$ cat config.mk
export PLATFORM = sky130hd
export DESIGN_NAME = fetch_queue
export DESIGN_NICKNAME = d
export VERILOG_FILES = /design/src/rtl/fetch_queue.sv
export SDC_FILE = /design/constraint.sdc
export NUM_CORES = 1
export LEC_CHECK = 0
export CAP_MARGIN = 5
export CORE_UTILIZATION = 43
export DETAILED_ROUTE_END_ITERATION = 10
export HOLD_SLACK_MARGIN = 0.08
export PLACE_DENSITY = 0.8
export SYNTH_ARGS = -nofsm -noshare
export SYNTH_HDL_FRONTEND = slang
export SYNTH_SLANG_ARGS = --single-unit
$ cat constraint.sdc
create_clock -name clk -period 2.9 [get_ports clk]
set_input_delay 0.58 -clock clk [delete_from_list [all_inputs] [get_ports clk]]
set_output_delay 0.58 -clock clk [all_outputs]
set_load 0.02 [all_outputs]
$ cat src/rtl/fetch_queue.sv
// Instruction fetch stage: PC generation, single-outstanding memory handshake,
// small prefetch FIFO feeding decode, and branch redirect with refill tracking.
module fetch_queue #(
    parameter int unsigned DEPTH    = 2,
    parameter logic [15:0] RESET_PC = 16'h0000,
    parameter logic [15:0] NOP_INST = 16'h0000
) (
    input  logic        clk,
    input  logic        reset,
    input  logic        flush,
    input  logic [15:0] brTarget,
    input  logic        stall,
    output logic        iReq,
    output logic [15:0] iAddr,
    input  logic        iGnt,
    input  logic        iRdy,
    input  logic [15:0] dIn,
    output logic [15:0] fInst,
    output logic        fValid,
    output logic        refill
);

    localparam int unsigned PtrW = (DEPTH > 1) ? $clog2(DEPTH) : 1;
    localparam int unsigned CntW = PtrW + 1;
    localparam logic [CntW-1:0] CountFull = CntW'(DEPTH);

    logic [15:0]     fifoMem [DEPTH];
    logic [15:0]     pcQ, pcD;
    logic [PtrW-1:0] rdPtrQ, rdPtrD;
    logic [PtrW-1:0] wrPtrQ, wrPtrD;
    logic [CntW-1:0] countQ, countD;
    logic            outstandingQ, outstandingD;
    logic            dropQ, dropD;
    logic            refillQ, refillD;
    logic            issue, response, push, pop;

    assign refill = refillQ;

    // Request generation, head-of-queue presentation and handshake decode
    always_comb begin
        fValid = (countQ != '0);
        fInst  = fValid ? fifoMem[rdPtrQ] : NOP_INST;
        iAddr  = flush ? brTarget : pcQ;
        if (reset) begin
            iReq = 1'b0;
        end else if (flush) begin
            // Redirect may only go out once the old slot is free this cycle
            iReq = ~outstandingQ | iRdy;
        end else begin
            iReq = ~outstandingQ & (countQ < CountFull);
        end
        issue    = iReq & iGnt;
        response = iRdy & outstandingQ;
        push     = response & ~dropQ & ~flush;
        pop      = fValid & ~stall & ~flush;
    end

    // Next-state computation for PC, handshake tracking and FIFO bookkeeping
    always_comb begin
        pcD          = pcQ;
        outstandingD = outstandingQ;
        dropD        = dropQ;
        refillD      = refillQ;
        rdPtrD       = rdPtrQ;
        wrPtrD       = wrPtrQ;
        countD       = countQ;

        if (issue) begin
            pcD = iAddr + 16'd1;
        end else if (flush) begin
            pcD = brTarget;
        end

        if (issue) begin
            outstandingD = 1'b1;
        end else if (response) begin
            outstandingD = 1'b0;
        end

        if (flush) begin
            // A word still in flight belongs to the wrong path; discard it on arrival
            dropD   = outstandingQ & ~iRdy;
            refillD = 1'b1;
            rdPtrD  = '0;
            wrPtrD  = '0;
            countD  = '0;
        end else begin
            if (response) begin
                dropD = 1'b0;
            end
            if (fValid & ~stall) begin
                refillD = 1'b0;
            end
            if (push) begin
                wrPtrD = wrPtrQ + PtrW'(1);
            end
            if (pop) begin
                rdPtrD = rdPtrQ + PtrW'(1);
            end
            case ({push, pop})
                2'b10:   countD = countQ + CntW'(1);
                2'b01:   countD = countQ - CntW'(1);
                default: countD = countQ;
            endcase
        end
    end

    // Control state register with synchronous reset
    always_ff @(posedge clk) begin
        if (reset) begin
            pcQ          <= RESET_PC;
            outstandingQ <= 1'b0;
            dropQ        <= 1'b0;
            refillQ      <= 1'b1;
            rdPtrQ       <= '0;
            wrPtrQ       <= '0;
            countQ       <= '0;
        end else begin
            pcQ          <= pcD;
            outstandingQ <= outstandingD;
            dropQ        <= dropD;
            refillQ      <= refillD;
            rdPtrQ       <= rdPtrD;
            wrPtrQ       <= wrPtrD;
            countQ       <= countD;
        end
    end

    // FIFO storage; contents are qualified by countQ so no reset is needed
    always_ff @(posedge clk) begin
        if (!reset && push) begin
            fifoMem[wrPtrQ] <= dIn;
        end
    end

endmodule

== Word-level counts from Yosys, hierarchy flattened ==
Memories as Yosys holds them, arrays and structs flattened. A register that Yosys moved wholly into a read port is not among the register bits.
Cells that the tools add are included.
Word-level totals
  bits in registers: 23
  word-level logic and storage cells: 50
  bits in latches: 0
  memories: 1
  memory bits (read-only): 0
  bits of input ports: 38
  memory bits (writable): 32
  output and inout bits: 35
Cells by class
  reduce and logical (&&, ||, !) cells: 7
  order comparisons: 1
  bitwise operators: 14
  div/mod/pow operators: 0
  mux-type cells: 13
  multiply operators: 0
  eq/ne operators: 2
  $add $sub $neg: 5
  shift operators: 0
Memories
  fifoMem: words 2, bits a word 16, rd ports 1, clocked after memory_dff 1, wr ports 1, line 27  | logic [15:0] fifoMem [DEPTH];
Operators by type and width (count)
  16-bit 2-to-1 mux: 3
  16-bit by 1-bit adder with 16-bit output, second input constant: 1
  1-bit 2-to-1 mux: 9
  1-bit bitwise AND: 8
  2-bit nonzero test: 4
  1-bit inverter: 5
  2-bit one-hot mux with 2 select lines: 1
  1-bit adder, second input constant: 2
  2-bit by 1-bit adder with 2-bit output, second input constant: 1
  2-bit by 1-bit == test with 1-bit output, second input constant: 1
  2-bit == test, second input constant: 1
  2-bit < comparator, second input constant: 1
  2-bit OR reduction: 1
  2-bit by 1-bit subtractor with 2-bit output, second input constant: 1
  1-bit logical AND: 1
  1-bit zero test: 1
  1-bit OR: 1

== Longest topological paths before layout ==
  depth after elaboration: 6
  gate-level depth with buffers: 10
  gate-level depth less buffers: 7

== Least setup slack after synthesis ==
No wires, ideal clock.
  path type: in2reg
  start: input flush
  end: memory fifoMem[1][0], enable pin
  setup time: 413 ps
  stages on the path: 6
  path buffers: 3
  required time: 2487 ps
  path slack: -78 ps
  data arrival time: 2565 ps
  cells stage by stage: buf_6 > buf_2 > buf_2 > nor2_1 > nand3_1 > nor3b_1
Between the ends
  cells in the longest elaborated chain, start to end: 5
Ends and longest elaborated chain
  start, declared: line 10  | input logic flush,
  1-bit inverter: line 54  | push = response & ~dropQ & ~flush;
  1-bit bitwise AND: line 54
  1-bit logical AND: line 131  | if (!reset && push) begin
  1-bit 2-to-1 mux: line 131
  1-bit 2-to-1 mux (implied by the code): line 132  | fifoMem[wrPtrQ] <= dIn;
  end, declared: line 27
Every way passes these cells.

== Worst setup path after layout ==
  start: input flush
  end: output iAddr[4]
Between the ends
  cells in the longest elaborated chain, start to end: 1
Ends and longest elaborated chain
  16-bit 2-to-1 mux
  end, declared: line 14  | output logic [15:0] iAddr,
Every way passes these cells.

==> flow_metrics.py <==
metrics = {
    "synthesis": {
        "synth_fp_nets": 271,
        "synthArstFlopShare": 0,
        "syn-cell-area_um2": 2600,
        "synth_top_family_by_area": "simple AND/OR/NAND/NOR gates",
        "synth_compound_area_frac": 0.0602,
        "muxShareOfSynthArea": 0.137,
        "yosys.cell_types.count": 41,
        "yosys.area_share.simple": 0.173,
        "synth_edf_count": 32,
        "ys_ff_latch": 56,
        "ys.flop_type": "edfxtp_1",
        "synth.avg_cell_area_um2": 11.2,
        "syn_inst": 231,
        "synthXorXnorAreaFrac": 0.0304,
        "ys_seq_area_frac": 0.555,
        "yosys_warnings": 0,
        "synth_fa_ha_area_frac": 0.00964,
    },
    "global_routing": {
        "grt_pass1_wl_um": 8760,
        "antenna_found_initial": 0,
        "grt_usage": 0.176,
        "grt_max_degree": 21,
        "grt_overflow": 0,
        "first_global_vias": 2019,
    },
    "critical_path": {
        "path_max_fanout": 10,
        "crit_path_end_kind": "primary output",
        "crit_type": "in -> out",
        "startpoint_type": "input port",
        "required_ns": 2.32,
        "crit_arrival_ns": 1.94,
    },
    "floorplan": {
        "start_util": 0.457,
        "core_um2": 5680,
        "die_h_um": 79.7,
        "die-area_um2": 6350,
        "die_w_um": 79.7,
        "rows": 27,
        "pin_count": 73,
    },
    "cts": {
        "clk_pin_slew_ns": 0.10,
        "clock_path_buffers": 2,
        "cts_max_level": 2,
        "cts-root-buf": "clkbuf_8",
        "cts_sinks": 56,
        "clkLatencyLatePin_ns": 0.31,
        "cts_buffers": 5,
        "hold_buffers": 0,
        "cts_tree": "done",
    },
    "routing": {
        "drt-pass1-iter-count": 4,
        "drt-initial-drc-count": 64,
        "drtAntennaViolNets": 0,
        "vias": 2010,
        "vias_per_cell": 5.13,
        "drc": 0,
        "drt-wirelength-per-cell_um": 13.4,
        "wl_um": 5260,
    },
    "layout": {
        "synthToLayoutAreaGrowth_pct": 39.6,
        "final_cells": 392,
        "diodes": 0,
        "layout.nets": 359,
        "drive_gt1_frac": 0.150,
    },
    "sta": {
        "slew_violations": 0,
        "hold_violations": 0,
        "finalCriticalPeriod_ns": 2.52,
        "relSlewSlack": 0.724,
        "rsz0062_at_grt": "no",
        "fmax_mhz": 398,
        "worst_slew_pin_slew_ns": 0.413,
        "fin_crit_sh": 0.867,
        "setup_viol": 0,
        "skew_ns": 0.00707,
    },
    "pwr": {
        "peakVddDrop_v": 0.000205,
        "power_mw": 1.55,
        "leakage_nw": 1.33,
        "power.density_nw_per_um2": 427,
    },
    "worst_hold_path": {
        "worstHoldPathType": "reg -> reg",
    },
    "outcome": {
        "status": "complete, no violations",
    },
    "placement": {
        "gp_congestion": 0.798,
        "dp.cells": 384,
        "place.port_buffers": 72,
        "dpl.hpwl_um": 3850,
    },
    "job": {
        "timing.max_cap.violations": 0,
    },
}
-- cells in the mapped netlist (2+ instances only) --
cell type	instances	share of area
nand4b_1	3	0.010
a211oi_1	2	0.0058
nand4_1	3	0.0072
xnor2_1	5	0.017
o31ai_1	2	0.0058
nor3_1	11	0.021
nor2b_1	2	0.0048
o21ai_0	2	0.0039
edfxtp_1	32	0.37
mux2i_1	22	0.085
or4_1	4	0.012
and3_1	3	0.0072
dfxtp_1	24	0.19
buf_2	4	0.0077
clkbuf_1	8	0.012
and2_1	3	0.0072
mux2_2	12	0.052
ha_1	2	0.0096
nand2b_1	4	0.0096
nor2_1	28	0.040
o211ai_1	4	0.012
xor2_1	4	0.013
nor3b_1	2	0.0058
inv_1	6	0.0087
nand2_1	14	0.020
a21oi_1	7	0.013
nand3_1	4	0.0077
-- final cells by class --
cell class	count	area [um2]
Clock inverter	3	21.3
Tap cell	72	90.1
Timing Repair Buffer	95	905
Multi-Input combinational cell	155	1080
Fill cell	475	2050
Inverter	6	22.5
Clock buffer	5	68.8
Sequential cell	56	1440
-- sequential cells by signal, summed over array words and instances (netlist names), named ones only --
| signal | flops |
|---|---|
| outstandingQ | 1 |
| refill | 1 |
| fifoMem | 32 |
| dropQ | 1 |
| rdPtrQ | 1 |
| countQ | 2 |
| pcQ | 16 |
| wrPtrQ | 1 |
-- final timing paths --
kind | to | slack [ns] | from | depth (start not counted)
setup / recovery | iAddr[4] | 0.38 | flush | 4
hold / removal | refill | 0.47 | refill | 2
setup reg to reg | pcQ[12] | 0.90 | pcQ[1] | 6
hold reg to reg | refill | 0.47 | refill | 2
-- where the power goes --
group	switching [mW]	internal (mW)	total, mW
Sequential	0.00944	0.856	0.866
Combinational	0.114	0.142	0.256
Clock	0.254	0.172	0.426
-- critical path, cell delays in order --
cell,delay (ns)
dlymetal6s2s_1,0.21
buf_4,0.22
mux2_2,0.38
clkdlybuf4s50_1,0.54
-- routing by layer --
metal | share of wire | wire (um) | vias up | GRT usage
li1 | - | - | 1004 | -
met1 | 0.45 | 2340 | 939 | 0.212
met2 | 0.48 | 2520 | 60 | 0.315
met3 | 0.065 | 343 | 7 | 0.0366
met4 | 0.0087 | 46 | 0 | 0.0527
met5 | 0 | 0 | - | 0
-- metrics by stage --
step	utilization	setup slack (ns)	hold slack, ns	area, um2	setup TNS (ns)
2_1_floorplan	-	0.0243	0.485	2600	0
3_3_place_gp	0.621	0.0102	0.456	3520	0
3_5_place_dp	0.621	-0.0230	0.455	3520	-0.100
4_1_cts	0.637	0.00252	0.472	3620	0
5_1_grt	0.639	0.330	0.499	3620	0
6_report	0.639	0.385	0.468	3620	0
-- placed cells by master, fill, tap and decap left out, drive strengths merged, types with 2 or more instances in the layout --
master / count
mux2i: 22
and2: 3
o211ai: 4
nand4: 3
dlymetal6s2s: 3
nor3: 11
mux2: 12
a21oi: 7
a211oi: 2
clkbuf: 5
xor2: 4
nand3: 4
or4: 4
ha: 2
dfxtp: 24
xnor2: 5
inv: 7
nand2: 15
nand2b: 5
nor2: 28
nor2b: 2
edfxtp: 32
nand4b: 3
buf: 23
and3: 3
o31ai: 2
o21ai: 2
clkdlybuf4s50: 69
nor3b: 2
-- logic make-up after synthesis --
logic type,count (synthesis)
mux,34
flops,56
buf+inv,20
compound gates,23
simple gates,87
xor+xnor,9
fa+ha+maj,2
-- timing repair --
action | in CTS | in global routing
resized for setup | 1 | 3
buffers inserted | 0 | 0
setup endpoints to repair | 3 | 11
Note: power is estimated with default switching activity, not from simulation.
